## src/rtl/sccb_pkg.sv

```systemverilog
`default_nettype none
// ============================================================================
//  Module      : sccb_pkg
//  Description : Shared types and constants for the SCCB init sequencer:
//                FSM state encoding, end-of-table marker and the
//                register address that encodes a millisecond delay entry.
//  Revision    : 1.0 - initial release
// ============================================================================
package sccb_pkg;

    typedef enum logic [3:0] {
        IDLE    = 4'd0,
        FETCH   = 4'd1,
        DECODE  = 4'd2,
        ISSUE   = 4'd3,
        WAIT    = 4'd4,
        DELAY   = 4'd5,
        READY   = 4'd6,
        H_ISSUE = 4'd7,
        H_WAIT  = 4'd8
    } sccb_state_t;

    // Table entry that terminates the init sequence.
    localparam logic [15:0] END_WORD  = 16'hFFFF;
    // Register address marking a delay entry; reg_data is the delay in ms.
    localparam logic [7:0]  DELAY_REG = 8'hFE;

endpackage
`default_nettype wire

```

## src/rtl/sccb_sequencer_if.sv

```systemverilog
`default_nettype none
// ============================================================================
//  Module      : sccb_sequencer_if
//  Description : Host request channel and SCCB write-engine command channel
//                of the sequencer.
//                master : sequencer side (drives host_ready, wr_valid,
//                         wr_reg, wr_data)
//                slave  : environment side (drives host_valid, host_reg,
//                         host_data, wr_ready, wr_done, wr_ack_ok)
//  Revision    : 1.0 - initial release
// ============================================================================
interface sccb_sequencer_if;

    logic       host_valid;
    logic       host_ready;
    logic [7:0] host_reg;
    logic [7:0] host_data;

    logic       wr_valid;
    logic       wr_ready;
    logic [7:0] wr_reg;
    logic [7:0] wr_data;
    logic       wr_done;
    logic       wr_ack_ok;

    modport master (
        input  host_valid, host_reg, host_data, wr_ready, wr_done, wr_ack_ok,
        output host_ready, wr_valid, wr_reg, wr_data
    );

    modport slave (
        output host_valid, host_reg, host_data, wr_ready, wr_done, wr_ack_ok,
        input  host_ready, wr_valid, wr_reg, wr_data
    );

endinterface
`default_nettype wire

```

## src/rtl/sccb_delay_timer.sv

```systemverilog
`default_nettype none
// ============================================================================
//  Module      : sccb_delay_timer
//  Description : Millisecond delay timer. A load pulse captures a ms count;
//                a prescaler divides clk by CLKS_PER_MS and an 8-bit
//                down-counter counts milliseconds, so the pair spans up to
//                255*CLKS_PER_MS cycles. o_expired is high for one cycle,
//                exactly ms*CLKS_PER_MS cycles after the load edge
//                (1 cycle when the count is zero).
//  Ports       : clk, reset (async active-low), i_load, i_ms_count[7:0],
//                o_expired
//  Revision    : 1.0 - initial release
// ============================================================================
module sccb_delay_timer #(
    parameter int CLKS_PER_MS = 50000
) (
    input  wire logic       clk,
    input  wire logic       reset,
    input  wire logic       i_load,
    input  wire logic [7:0] i_ms_count,
    output logic            o_expired
);

    localparam int                 c_PRE_W   = (CLKS_PER_MS > 1) ? $clog2(CLKS_PER_MS) : 1;
    localparam logic [c_PRE_W-1:0] c_PRE_MAX = c_PRE_W'(CLKS_PER_MS - 1);

    logic               r_active;
    logic [7:0]         r_ms;
    logic [c_PRE_W-1:0] r_pre;
    logic               w_expired;

    // Last cycle of the final millisecond, or immediately for a zero count.
    assign w_expired = r_active && ((r_ms == 8'd0) || ((r_ms == 8'd1) && (r_pre == '0)));
    assign o_expired = w_expired;

    always_ff @(posedge clk or negedge reset) begin
        if (!reset) begin
            r_active <= 1'b0;
            r_ms     <= '0;
            r_pre    <= '0;
        end else if (i_load) begin
            r_active <= 1'b1;
            r_ms     <= i_ms_count;
            r_pre    <= c_PRE_MAX;
        end else if (r_active) begin
            if (w_expired) begin
                r_active <= 1'b0;
            end else if (r_pre == '0) begin
                r_pre <= c_PRE_MAX;
                r_ms  <= r_ms - 8'd1;
            end else begin
                r_pre <= r_pre - 1'b1;
            end
        end
    end

endmodule
`default_nettype wire

```

## src/rtl/sccb_sequencer.sv

```systemverilog
`default_nettype none
// ============================================================================
//  Module      : sccb_sequencer
//  Description : Walks a {reg_addr, reg_data} config ROM and issues each
//                entry to an SCCB write engine, retrying NACKed writes up to
//                MAX_RETRY attempts. After the table it serves runtime host
//                register writes with the same retry rules.
//                Optional feature macro: SCCB_SEQ_DELAY_EN
//                  defined   : 8'hFE entries wait reg_data milliseconds
//                  undefined : 8'hFE entries are skipped in one cycle
//  Ports       : clk, reset (async active-low), start,
//                rom_addr[7:0] / rom_data[15:0] (1-cycle sync ROM),
//                bus (sccb_sequencer_if.master: host + write channels),
//                busy, init_done (sticky), err (sticky)
//  Revision    : 1.0 - initial release
// ============================================================================
module sccb_sequencer
    import sccb_pkg::*;
#(
    parameter int ROM_DEPTH   = 72,
    parameter int CLKS_PER_MS = 50000,
    parameter int MAX_RETRY   = 3
) (
    input  wire logic        clk,
    input  wire logic        reset,
    input  wire logic        start,
    output logic [7:0]       rom_addr,
    input  wire logic [15:0] rom_data,
    sccb_sequencer_if.master bus,
    output logic             busy,
    output logic             init_done,
    output logic             err
);

    localparam int                   c_RETRY_W    = $clog2(MAX_RETRY + 1);
    localparam logic [c_RETRY_W-1:0] c_RETRY_LAST = c_RETRY_W'(MAX_RETRY - 1);
    localparam logic [7:0]           c_ROM_END    = 8'(ROM_DEPTH);

    sccb_state_t          r_state;
    logic [7:0]           r_rom_addr;
    logic [c_RETRY_W-1:0] r_retry;
    logic                 r_init_done;
    logic                 r_err;
    logic                 r_busy;
    logic                 r_host_ready;
    logic                 r_wr_valid;
    logic [7:0]           r_wr_reg;
    logic [7:0]           r_wr_data;

    logic                 w_at_end;
    logic [7:0]           w_addr_next;
    logic                 w_decode_end;
    logic                 w_last_try;

    assign w_at_end     = (r_rom_addr == c_ROM_END);
    // Address saturates at ROM_DEPTH so a table without END_WORD still stops.
    assign w_addr_next  = w_at_end ? r_rom_addr : (r_rom_addr + 8'd1);
    assign w_decode_end = (rom_data == END_WORD) || w_at_end;
    // Current NACK would be the MAX_RETRY-th failed attempt.
    assign w_last_try   = (r_retry == c_RETRY_LAST);

`ifdef SCCB_SEQ_DELAY_EN
    logic w_tmr_load;
    logic w_tmr_expired;

    assign w_tmr_load = (r_state == DECODE) && !w_decode_end && (rom_data[15:8] == DELAY_REG);

    sccb_delay_timer #(
        .CLKS_PER_MS (CLKS_PER_MS)
    ) u_delay_timer (
        .clk        (clk),
        .reset      (reset),
        .i_load     (w_tmr_load),
        .i_ms_count (rom_data[7:0]),
        .o_expired  (w_tmr_expired)
    );
`endif

    always_ff @(posedge clk or negedge reset) begin
        if (!reset) begin
            r_state      <= IDLE;
            r_rom_addr   <= '0;
            r_retry      <= '0;
            r_init_done  <= 1'b0;
            r_err        <= 1'b0;
            r_busy       <= 1'b0;
            r_host_ready <= 1'b0;
            r_wr_valid   <= 1'b0;
            r_wr_reg     <= '0;
            r_wr_data    <= '0;
        end else begin
            case (r_state)
                IDLE: begin
                    if (start) begin
                        r_rom_addr  <= '0;
                        r_retry     <= '0;
                        r_init_done <= 1'b0;
                        r_err       <= 1'b0;
                        r_busy      <= 1'b1;
                        r_state     <= FETCH;
                    end
                end

                // rom_addr is already stable; ROM data is valid next cycle.
                FETCH: r_state <= DECODE;

                DECODE: begin
                    if (w_decode_end) begin
                        r_init_done  <= 1'b1;
                        r_busy       <= 1'b0;
                        r_host_ready <= 1'b1;
                        r_state      <= READY;
                    end else if (rom_data[15:8] == DELAY_REG) begin
`ifdef SCCB_SEQ_DELAY_EN
                        r_state    <= DELAY;
`else
                        r_rom_addr <= w_addr_next;
                        r_state    <= FETCH;
`endif
                    end else begin
                        r_wr_reg   <= rom_data[15:8];
                        r_wr_data  <= rom_data[7:0];
                        r_wr_valid <= 1'b1;
                        r_state    <= ISSUE;
                    end
                end

                ISSUE, H_ISSUE: begin
                    if (r_wr_valid && bus.wr_ready) begin
                        r_wr_valid <= 1'b0;
                        r_state    <= (r_state == ISSUE) ? WAIT : H_WAIT;
                    end
                end

                // wr_done is only honoured here, so a stray pulse elsewhere
                // (e.g. after a reset mid-transaction) has no effect.
                WAIT, H_WAIT: begin
                    if (bus.wr_done) begin
                        if (bus.wr_ack_ok || w_last_try) begin
                            r_retry <= '0;
                            if (!bus.wr_ack_ok) begin
                                r_err <= 1'b1;
                            end
                            if (r_state == WAIT) begin
                                r_rom_addr <= w_addr_next;
                                r_state    <= FETCH;
                            end else begin
                                r_busy       <= 1'b0;
                                r_host_ready <= 1'b1;
                                r_state      <= READY;
                            end
                        end else begin
                            // Reissue the same command; wr_reg/wr_data held.
                            r_retry    <= r_retry + 1'b1;
                            r_wr_valid <= 1'b1;
                            r_state    <= (r_state == WAIT) ? ISSUE : H_ISSUE;
                        end
                    end
                end

`ifdef SCCB_SEQ_DELAY_EN
                DELAY: begin
                    if (w_tmr_expired) begin
                        r_rom_addr <= w_addr_next;
                        r_state    <= FETCH;
                    end
                end
`endif

                READY: begin
                    // Restart wins over a simultaneous host request.
                    if (start) begin
                        r_rom_addr   <= '0;
                        r_retry      <= '0;
                        r_init_done  <= 1'b0;
                        r_err        <= 1'b0;
                        r_busy       <= 1'b1;
                        r_host_ready <= 1'b0;
                        r_state      <= FETCH;
                    end else if (bus.host_valid && r_host_ready) begin
                        r_wr_reg     <= bus.host_reg;
                        r_wr_data    <= bus.host_data;
                        r_wr_valid   <= 1'b1;
                        r_retry      <= '0;
                        r_busy       <= 1'b1;
                        r_host_ready <= 1'b0;
                        r_state      <= H_ISSUE;
                    end
                end

                default: r_state <= IDLE;
            endcase
        end
    end

    assign rom_addr       = r_rom_addr;
    assign busy           = r_busy;
    assign init_done      = r_init_done;
    assign err            = r_err;
    assign bus.host_ready = r_host_ready;
    assign bus.wr_valid   = r_wr_valid;
    assign bus.wr_reg     = r_wr_reg;
    assign bus.wr_data    = r_wr_data;

endmodule
`default_nettype wire

```

## src/flat_wrapper.sv

```systemverilog
// flat-port wrapper written by rule: the top's interface ports become plain ports
module sccb_sequencer_flat import sccb_pkg::*;
#(
    parameter int ROM_DEPTH   = 72,
    parameter int CLKS_PER_MS = 50000,
    parameter int MAX_RETRY   = 3
)
  (clk, reset, start, rom_addr, rom_data, busy, init_done, err, bus_host_valid, bus_host_reg, bus_host_data, bus_wr_ready, bus_wr_done, bus_wr_ack_ok, bus_host_ready, bus_wr_valid, bus_wr_reg, bus_wr_data);
  sccb_sequencer_if bus_i ();
  input  wire logic clk;
  input  wire logic reset;
  input  wire logic start;
  output logic [7:0] rom_addr;
  input  wire logic [15:0] rom_data;
  output logic busy;
  output logic init_done;
  output logic err;
  input wire logic [$bits(bus_i.host_valid)-1:0] bus_host_valid;
  input wire logic [$bits(bus_i.host_reg)-1:0] bus_host_reg;
  input wire logic [$bits(bus_i.host_data)-1:0] bus_host_data;
  input wire logic [$bits(bus_i.wr_ready)-1:0] bus_wr_ready;
  input wire logic [$bits(bus_i.wr_done)-1:0] bus_wr_done;
  input wire logic [$bits(bus_i.wr_ack_ok)-1:0] bus_wr_ack_ok;
  output wire logic [$bits(bus_i.host_ready)-1:0] bus_host_ready;
  output wire logic [$bits(bus_i.wr_valid)-1:0] bus_wr_valid;
  output wire logic [$bits(bus_i.wr_reg)-1:0] bus_wr_reg;
  output wire logic [$bits(bus_i.wr_data)-1:0] bus_wr_data;
  assign bus_i.host_valid = bus_host_valid;
  assign bus_i.host_reg = bus_host_reg;
  assign bus_i.host_data = bus_host_data;
  assign bus_i.wr_ready = bus_wr_ready;
  assign bus_i.wr_done = bus_wr_done;
  assign bus_i.wr_ack_ok = bus_wr_ack_ok;
  assign bus_host_ready = bus_i.host_ready;
  assign bus_wr_valid = bus_i.wr_valid;
  assign bus_wr_reg = bus_i.wr_reg;
  assign bus_wr_data = bus_i.wr_data;
  sccb_sequencer #(.ROM_DEPTH(ROM_DEPTH), .CLKS_PER_MS(CLKS_PER_MS), .MAX_RETRY(MAX_RETRY)) u_core (.clk(clk), .reset(reset), .start(start), .rom_addr(rom_addr), .rom_data(rom_data), .bus(bus_i), .busy(busy), .init_done(init_done), .err(err));
endmodule
```

## config.mk

```make
export PLATFORM = sky130hd
export DESIGN_NAME = sccb_sequencer_flat
export DESIGN_NICKNAME = d
export VERILOG_FILES = /design/src/rtl/sccb_pkg.sv /design/src/rtl/sccb_sequencer_if.sv /design/src/rtl/sccb_delay_timer.sv /design/src/rtl/sccb_sequencer.sv /design/src/flat_wrapper.sv
export SDC_FILE = /design/constraint.sdc
export NUM_CORES = 1
export LEC_CHECK = 0
export CORE_MARGIN = 2
export CORE_UTILIZATION = 45
export CTS_CLUSTER_DIAMETER = 50
export DETAILED_ROUTE_END_ITERATION = 10
export PLACE_DENSITY = 0.77
export SETUP_SLACK_MARGIN = 0.5
export SLEW_MARGIN = 20
export SYNTH_ARGS = -nofsm -noshare
export SYNTH_HDL_FRONTEND = slang
export SYNTH_HIERARCHICAL = 1
export SYNTH_SLANG_ARGS = --single-unit
export TNS_END_PERCENT = 1
```

## constraint.sdc

```tcl
create_clock -name clk -period 6.5 [get_ports clk]
set_clock_uncertainty 0.15 [all_clocks]
set_input_delay 1.95 -clock clk [delete_from_list [all_inputs] [get_ports clk]]
set_output_delay 1.95 -clock clk [all_outputs]
set_load 0.02 [all_outputs]
```

==> results of run 1 <==
-- final cells by class --
cell class | instances | share of cell area (%)
Multi-Input combinational cell | 165 | 42.22
Tap cell | 67 | 2.722
Clock buffer | 8 | 3.251
Inverter | 7 | 0.8533
Timing Repair Buffer | 70 | 22.51
Sequential cell | 35 | 28.44
-- layer usage --
layer / share of wire [%] / global-route usage (%)
met1: 43 / 28.05
met2: 49 / 36.06
met3: 7.2 / 7.095
met4: 0.61 / 4.960
met5: 0 / 0
-- per-stage QoR --
stage | worst slack (ns) | util (%) | total power (W)
global placement | 2.258 | 62.25 | 0.001076
detailed placement | 2.183 | 62.25 | 0.001087
floorplan | 2.922 | - | 0.0008461
global route | 2.248 | 64.34 | 0.001343
finish | 2.453 | 64.34 | 0.001259
CTS | 2.485 | 64.34 | 0.001266
-- worst paths after layout --
path,startpoint,endpoint,slack (ns),cells after the start
setup / recovery,rom_data[9],u_core/rom_addr[6],2.45,6
hold / removal,u_core/r_retry[0],u_core/r_retry[0],0.34,1
setup reg to reg,u_core/r_state[2],u_core/bus.wr_reg[6],3.33,5
hold reg to reg,u_core/r_retry[0],u_core/r_retry[0],0.34,1
max in group asynchronous,reset,u_core/rom_addr[2],3.94,2
min in group asynchronous,reset,u_core/bus.wr_valid,1.94,2
-- critical path, cell delays in order --
cell             delay, ns
clkdlybuf4s50_1       0.48
nand4_1               0.14
o31ai_1               0.42
o2111ai_1             0.44
o21bai_1              0.39
o31ai_1               0.27
-- power groups by stage --
stage               Sequential, W  Clock [W]  Combinational (W)
floorplan                0.000447          0           0.000399
global placement         0.000401          0           0.000676
detailed placement       0.000401          0           0.000685
CTS                      0.000400   0.000177           0.000689
global route             0.000415   0.000184           0.000744
finish                   0.000400   0.000171           0.000688
-- cell usage after synthesis (2+ instances only) --
cell / number
mux2_4: 10
nand2b_1: 5
a21oi_1: 17
nor3b_1: 2
nand2_1: 5
ha_1: 3
clkbuf_1: 4
buf_2: 4
dfrtp_1: 35
nand3_1: 8
mux2_2: 24
nor2b_1: 2
nand4_1: 3
a2bb2oi_1: 2
buf_4: 2
inv_1: 7
nor2_1: 12
or2_2: 2
o21bai_1: 2
a21o_1: 2
mux2i_1: 3
and3_1: 4
nor3_1: 4
o31ai_1: 11
o21ai_0: 15
-- logic make-up after synthesis --
logic type	Yosys count
adders and majority gates	3
xor gates and xnor gates	2
AOI/OAI and AO/OA	64
buffers and inverters	18
and+or+nand+nor	59
muxes	37
DFF	35
==> metrics.cfg, run 1 <==
[clock_tree]
cts_tree=yes
cts_hold_buffers=0
cts_root_buf=clkbuf_8
htreeDepth=2
clk_pin_slew_worst_paths_ns=0.07
insertion_delay_ns=0.28
ctsResizeCount=0
cts_buffers=5
clock_path_buffers=2
post-cts-setup-buffers=0
clock-sinks=35

[die]
die_height_um=75.06
die_width_um=75.06
rows=25
die-area_sq_mm=0.005634
start_util_pct=47.48
ios=68
core_area_sq_mm=0.004786

[timing]
max_freq_mhz=247.1
hold_viol=0
slew_viol_final=0
finalCritPeriodShare_pct=62.26
report.final.setup_viol=0
period_minus_slack_ns=4.047
tightest_slew_ns=0.8969
tns_ns=0
relSlewSlack_pct=40.20
rsz0062_at_grt=no
hold_slack_ns=0.3449

[placement]
place_congestion=0.8227
dp_hpwl_um=4071
dp.cells=344
dpl_cell_area_sq_mm=0.002979
numPortBuffers=67

[worst_setup_path]
crit_type=input pin to flop
worst-endpoint-required_ns=6.54
worst_setup_path_start_kind=input pin
worstPathMaxFanout=9
crit_path_end_kind=flop
arrival_ns=4.09

[final_layout]
nFillCells=381
final_common_cell=clkdlybuf4s50_1
fin_nets=326
multi_input_area_sq_mm=0.001300
antenna_cells=0
syn2layout_area_growth_pct=35.52
design_area_sq_mm=0.003079
ff_latch_area_sq_um=875.8
final_cell_mix=clkdlybuf4s50_1, dfrtp_1, mux2_2
layout-drive-gt1-share_pct=17.54
fin_cells=352

[synthesis]
synth_area_sq_mm=0.002272
ys_warn_count=6
ys_seq_elements=35
synth_fp_nets=260
yosys-top-cells-area=dfrtp_1, mux2_2, mux2_4
synthAdderAreaFrac_pct=1.652
synth_compound_area_share_pct=18.78
synth_edf_count=0
synth_xor_area_share_pct=0.7709
synth_top_area_share_pct=38.55
synthCells=218
ys_seq_area_share_pct=38.55
synth_cell_types=55
async_flop_share_pct=100.0
synthFlopType=dfrtp_1
synthSimpleGateAreaFrac_pct=16.19
synth.avg_cell_area_sq_um=10.42
synth_top_family_by_area=multiplexers
muxShareOfSynthArea_pct=19.82
synth_largest_area_cell=dfrtp_1

[routing]
vias=1999
ant_nets=0
firstDrtPassIters=4
drt_iter0_markers=161
via_per_inst=5.679
route.detailed.drc=0
routed_wl_um=5554
detail_route.wl_per_cell_um=15.78

[power]
p_switching_w=0.0005003
seq_power_share_pct=31.8
combPwrFrac_pct=54.7
power.internal_w=0.0007583
swShare_pct=39.75
clock_power_share_pct=13.6
vdd_ir_drop_max_mv=0.2444
powerDensity_mw_per_mm2=408.7
leakage_nw=1.246

[flow_run]
max_cap_viol_count=0

[run_status]
status=finished clean

[worst_hold_path]
hp-class=flop to flop

[global_route]
grt_usage_pct=21.85
grt_pass1_vias=2019
grt_antenna_before_repair=0
grt-ovfl-total=0
grt_pass1_wl_um=9384
grt_max_degree=36

(Power assumes the default switching activity.)
==> run 2: changes to the inputs <==
Settings changed: CORE_UTILIZATION 45 to 43.
Clock period 6.5 ns to 3.27 ns, I/O delays scaled along.
==> metrics.cfg, run 2 (synthesized netlist as in run 1, its figures left out) <==
[global_route]
grt_pass1_wl_um=9770  ; was 9384 um
grt_usage_pct=20.38  ; was 21.85%
grt_max_degree=36  ; unchanged
grt-ovfl-total=0  ; unchanged
grt_antenna_before_repair=0  ; unchanged
grt_pass1_vias=2057  ; was 2019

[timing]
max_freq_mhz=374.3
finalCritPeriodShare_pct=81.71
hold_viol=0  ; unchanged
period_minus_slack_ns=2.672
tightest_slew_ns=0.5250  ; was 0.8969 ns
tns_ns=0  ; unchanged
report.final.setup_viol=0  ; unchanged
slew_viol_final=0  ; unchanged
rsz0062_at_grt=yes  ; was no
relSlewSlack_pct=65.00  ; was 40.20%

[power]
power.internal_w=0.001661  ; was 0.0007583 W
clock_power_share_pct=17.5  ; was 13.6%
powerDensity_mw_per_mm2=827.3  ; was 408.7 mW/mm^2
p_switching_w=0.001030  ; was 0.0005003 W
leakage_nw=1.451  ; was 1.246 nW
seq_power_share_pct=28.4  ; was 31.8%
combPwrFrac_pct=54.1  ; was 54.7%
vdd_ir_drop_max_mv=0.4778  ; was 0.2444 mV
swShare_pct=38.27  ; was 39.75%

[final_layout]
fin_nets=338  ; was 326
layout-drive-gt1-share_pct=22.22  ; was 17.54%
fin_cells=367  ; was 352
final_common_cell=clkdlybuf4s50_1  ; unchanged
final_cell_mix=clkdlybuf4s50_1, dfrtp_1, mux2_2  ; unchanged
syn2layout_area_growth_pct=43.17  ; was 35.52%
antenna_cells=0  ; unchanged

[worst_hold_path]
hp-class=flop to flop  ; unchanged

[clock_tree]
htreeDepth=2  ; unchanged
insertion_delay_ns=0.29  ; was 0.28 ns
cts_tree=yes  ; unchanged
cts_root_buf=clkbuf_8  ; unchanged
clock_path_buffers=2  ; unchanged
clock-sinks=35  ; unchanged
cts_buffers=5  ; unchanged
clk_pin_slew_worst_paths_ns=0.07  ; about the same

[worst_setup_path]
crit_path_end_kind=flop  ; unchanged
critPathMaxStageDelay_ns=0.50  ; was 0.48 ns
arrival_ns=2.73  ; was 4.09 ns
slowest_stage=clkdlybuf4s50_1  ; unchanged
worst_setup_path_start_kind=input pin  ; unchanged
worst-endpoint-required_ns=3.32  ; was 6.54 ns
path_cells=clkdlybuf4s50_1 > mux2_2 > o32ai_1 > or2_1 > or4b_1 > o21ai_0  ; was clkdlybuf4s50_1 > nand4_1 > o31ai_1 > o2111ai_1 > o21bai_1 > o31ai_1
crit_type=input pin to flop  ; unchanged
worstPathMaxFanout=4  ; was 9

[placement]
dp.cells=358  ; was 344
numPortBuffers=67  ; unchanged
dp_hpwl_um=4225  ; was 4071 um
place_congestion=0.8229  ; was 0.8227

[routing]
detail_route.wl_per_cell_um=15.72  ; was 15.78 um
routed_wl_um=5768  ; was 5554 um
firstDrtPassIters=4  ; unchanged
ant_nets=0  ; unchanged
route.detailed.drc=0  ; unchanged
vias=2009  ; was 1999
drt_iter0_markers=230  ; was 161
via_per_inst=5.474  ; was 5.679

[die]
start_util_pct=44.49  ; was 47.48%
die_width_um=76.69  ; was 75.06 um
core_area_sq_mm=0.005107  ; was 0.004786 sq mm
die-area_sq_mm=0.005881  ; was 0.005634 sq mm
die_height_um=76.69  ; was 75.06 um
ios=68  ; unchanged
rows=26  ; was 25

[run_status]
status=finished clean  ; unchanged

[flow_run]
max_cap_viol_count=0  ; unchanged

==> run 2: cell count changes in the layout (fill, tap and decap cells not counted), moves of 2 or more <==
cell and delta:
buf_4 +12, bufinv_16 +2, clkbuf_8 -2, clkdlybuf4s50_1 -16
dlygate4sd2_1 +2, dlymetal6s2s_1 +14
==> run 2: worst paths after layout <==
path / start / end / slack (ns) / cells past startpoint
setup / recovery: bus_wr_done / u_core/r_retry[1] / 0.60 / 6
hold / removal: u_core/r_retry[0] / u_core/r_retry[0] / 0.36 / 1
setup reg to reg: u_core/r_state[0] / u_core/r_retry[1] / 0.74 / 6
hold reg to reg: u_core/r_retry[0] / u_core/r_retry[0] / 0.36 / 1
max in group asynchronous: reset / u_core/bus.wr_reg[7] / 1.68 / 2
min in group asynchronous: reset / u_core/rom_addr[1] / 0.93 / 2
==> run 2: cell type report <==
| class | instances | area, sq um |
|---|---|---|
| Multi-Input combinational cell | 165 | 1311 |
| Clock inverter | 3 | 67.56 |
| Timing Repair Buffer | 82 | 815.8 |
| Inverter | 7 | 26.28 |
| Clock buffer | 5 | 68.82 |
| Sequential cell | 35 | 875.8 |
| Fill cell | 401 | 1854 |
| Tap cell | 70 | 87.58 |
==> run 2: what timing repair did <==
action / CTS / global route
endpoints found under the setup margin: 16 / 27
pin swaps: 5 / 7
hold buffers: 0 / 0
gates resized for setup: 4 / 15
setup buffers: 1 / 0
==> run 2: power by group through the flow <==
| stage | sequential, W | clock [W] | combinational [W] |
|---|---|---|---|
| 3_5_place_dp | 0.000761 | 0 | 0.00145 |
| 4_1_cts | 0.000761 | 0.000479 | 0.00145 |
| 6_report | 0.000764 | 0.000471 | 0.00146 |
| 2_1_floorplan | 0.000888 | 0 | 0.000793 |
| 3_3_place_gp | 0.000763 | 0 | 0.00143 |
| 5_1_grt | 0.000789 | 0.000492 | 0.00157 |
==> run 2: layer usage <==
metal	global-route usage (%)	routed length [um]
met1	26.36	2593
met2	33.25	2771
met3	5.882	356
met4	5.818	46
met5	0	0
==> run 2: through the flow <==
step | total power [W] | hold WS, ns | setup WS (ns) | area (sq um) | utilization [%]
floorplan | 0.001682 | 0.3005 | 0.6613 | 2272 | -
finish | 0.002691 | 0.3567 | 0.5982 | 3253 | 63.69
detailed placement | 0.002209 | 0.3462 | 0.1063 | 3065 | 60.02
CTS | 0.002694 | 0.3565 | 0.5009 | 3214 | 62.93
global route | 0.002852 | 0.3793 | 0.4633 | 3253 | 63.69
global placement | 0.002193 | 0.3236 | 0.1159 | 3065 | 60.02
==> run 2: critical path, delay by kind of cell <==
| kind | cells | cell delay [ns] |
|---|---|---|
| and+or+nand+nor | 2 | 0.80 |
| AOI/OAI and AO/OA | 2 | 0.28 |
| buffers and inverters | 1 | 0.50 |
| muxes | 1 | 0.15 |
==> run 3: changes to the inputs <==
Clock period 3.27 ns to 2.4 ns, I/O delays scaled along.
==> metrics.cfg, run 3 (synthesized netlist as in run 1, its figures left out) <==
[die]
die-area_sq_mm=0.005881  ; unchanged
rows=26  ; unchanged
die_height_um=76.69  ; unchanged
start_util_pct=44.49  ; unchanged
ios=68  ; unchanged
die_width_um=76.69  ; unchanged
core_area_sq_mm=0.005107  ; unchanged

[final_layout]
fin_nets=371  ; was 338
syn2layout_area_growth_pct=54.63  ; was 43.17%
final_cell_mix=clkdlybuf4s50_1, buf_4, dfrtp_1  ; was clkdlybuf4s50_1, dfrtp_1, mux2_2
layout-drive-gt1-share_pct=36.67  ; was 22.22%
antenna_cells=0  ; unchanged
design_area_sq_mm=0.003513  ; was 0.003253 sq mm

[power]
powerDensity_mw_per_mm2=1128  ; was 827.3 mW/mm^2
p_total_w=0.003965  ; was 0.002691 W
leakage_nw=1.551  ; was 1.451 nW
vdd_ir_drop_max_mv=0.7473  ; was 0.4778 mV

[worst_setup_path]
crit_top_cell=buf_4
crit_type=flop to flop  ; was input pin to flop
critPathMaxStageDelay_ns=0.46  ; was 0.50 ns
crit_path_end_kind=flop  ; unchanged
rr_endpoint=u_core/bus.wr_data[1]  ; was u_core/r_retry[1]
path_cells=nor4b_4 > o31ai_2 > buf_4 > a222oi_1 > buf_4 > buf_6 > mux2_4  ; was clkdlybuf4s50_1 > mux2_2 > o32ai_1 > or2_1 > or4b_1 > o21ai_0
arrival_ns=2.29  ; was 2.73 ns
regToRegStartpoint=u_core/r_state[2]  ; was u_core/r_state[0]
worst_setup_path_start_kind=flop  ; was input pin
worst-endpoint-required_ns=2.42  ; was 3.32 ns
slowest_stage=dfrtp_2  ; was clkdlybuf4s50_1
critPathCapture=u_core/bus.wr_data[1]  ; was u_core/r_retry[1]
reg2regPathDepth=7  ; was 6
worstPathMaxFanout=5  ; was 4
rrSetupSlack_ns=0.14  ; was 0.74 ns
cp-startpoint=u_core/r_state[2]  ; was bus_wr_done

[routing]
ant_nets=0  ; unchanged
route.detailed.drc=0  ; unchanged
firstDrtPassIters=4  ; unchanged
drt_iter0_markers=310  ; was 230
via_per_inst=5.525  ; was 5.474
vias=2210  ; was 2009
detail_route.wl_per_cell_um=17.04  ; was 15.72 um
routed_wl_um=6814  ; was 5768 um

[placement]
dpl_cell_area_sq_mm=0.003234  ; was 0.003065 sq mm
place_congestion=0.8827  ; was 0.8229
numPortBuffers=67  ; unchanged
dp_hpwl_um=4631  ; was 4225 um

[clock_tree]
clk_pin_slew_worst_paths_ns=0.07  ; about the same
cts_hold_buffers=0  ; unchanged
cts_tree=yes  ; unchanged
htreeDepth=2  ; unchanged
insertion_delay_ns=0.29  ; about the same
cts_root_buf=clkbuf_8  ; unchanged
cts_buffers=5  ; unchanged
clock_path_buffers=2  ; unchanged
clock-sinks=35  ; unchanged

[timing]
slew_viol_final=0  ; unchanged
period_minus_slack_ns=2.265
max_freq_mhz=441.5
rsz0062_at_grt=yes  ; unchanged
report.final.setup_viol=0  ; unchanged
finalCritPeriodShare_pct=94.37
relSlewSlack_pct=73.41  ; was 65.00%
hold_viol=0  ; unchanged
tightest_slew_ns=0.3958  ; was 0.5250 ns

[run_status]
status=finished clean  ; unchanged

[global_route]
grt_antenna_before_repair=0  ; unchanged
grt-ovfl-total=0  ; unchanged
grt_pass1_vias=2338  ; was 2057
grt_usage_pct=24.21  ; was 20.38%
grt_pass1_wl_um=11390  ; was 9770 um
grt_max_degree=36  ; unchanged

[flow_run]
max_cap_viol_count=0  ; unchanged

[worst_hold_path]
hp-class=flop to flop  ; unchanged

run 3: cell count changes in the layout (fill, tap and decap cells not counted), moves of 3 or more:
cell             delta
buf_4              +25
dlymetal6s2s_1     -14
clkdlybuf4s50_1    -11
dlygate4sd2_1      +10
buf_2               +6
buf_6               +6
clkdlybuf4s15_1     +6
dfrtp_1             -6
dfrtp_2             +6
mux2_2              -6
mux2_4              +6
clkdlybuf4s15_2     +3
o21ai_0             -3
o21ai_1             +3
run 3: power by group:
| part | internal (W) | leakage [nW] | switching, W |
|---|---|---|---|
| Combinational | 0.00125 | 1.06 | 0.00112 |
| Sequential | 0.000827 | 0.426 | 0.000202 |
| Clock | 0.000336 | 0.0612 | 0.000223 |
run 3: layout make-up:
class                      count  area, sq um
tap                           70        87.58
fill                         397         1594
clock inverter                 2        35.03
inverter                       7        26.28
clock buffer                   6        82.58
timing repair buffer         115         1032
multi-input combinational    165         1366
sequential                    35        883.3
run 3: timing repair:
item | 4_1_cts | 5_1_grt
gates resized for setup | 89 | 0
setup buffers | 12 | 0
setup endpoints to repair | 63 | 62
cloned | 2 | 0
pin swaps | 13 | 1
hold endpoints to repair | 0 | 0
run 3: worst min path at each step:
stage / slack (ns) / startpoint / end / depth (start not counted)
CTS: 0.32 / u_core/r_retry[0] / u_core/r_retry[0] / 1
finish: 0.31 / u_core/r_retry[0] / u_core/r_retry[0] / 1
detailed placement: 0.33 / u_core/r_retry[0] / u_core/r_retry[0] / 1
global route: 0.36 / u_core/r_retry[0] / u_core/r_retry[0] / 1
floorplan: 0.27 / reset / u_core/bus.host_ready / 0
global placement: 0.32 / u_core/r_retry[0] / u_core/r_retry[0] / 1
run 3: worst max-delay path, delay by kind of cell, from the launching register on:
family                 cells  cell delay (ns)
and+or+nand+nor            1             0.33
DFF                        1             0.46
buffers and inverters      3             0.49
AOI/OAI and AO/OA          2             0.42
muxes                      1             0.31
run 3: stage by stage:
step / std cells / hold WS (ns) / utilization, % / setup WS [ns] / TNS [ns]
after global placement: 378 / 0.3187 / 63.33 / -0.4257 / -10.03
after detailed placement: 378 / 0.3262 / 63.33 / -0.5021 / -12.22
after floorplan: 218 / 0.2744 / - / 0.08325 / 0
after global routing: 400 / 0.3622 / 68.79 / 0.05762 / 0
after CTS: 400 / 0.3204 / 68.79 / 0.1738 / 0
final: 400 / 0.3144 / 68.79 / 0.1352 / 0
run 3: metal layers:
layer	vias to the layer above	GRT usage (%)	part of all wire [%]
met5	-	0	0
met4	0	8.000	2.0
met3	16	6.118	6.8
met2	81	40.44	49
met1	1062	30.60	42
li1	1051	-	-
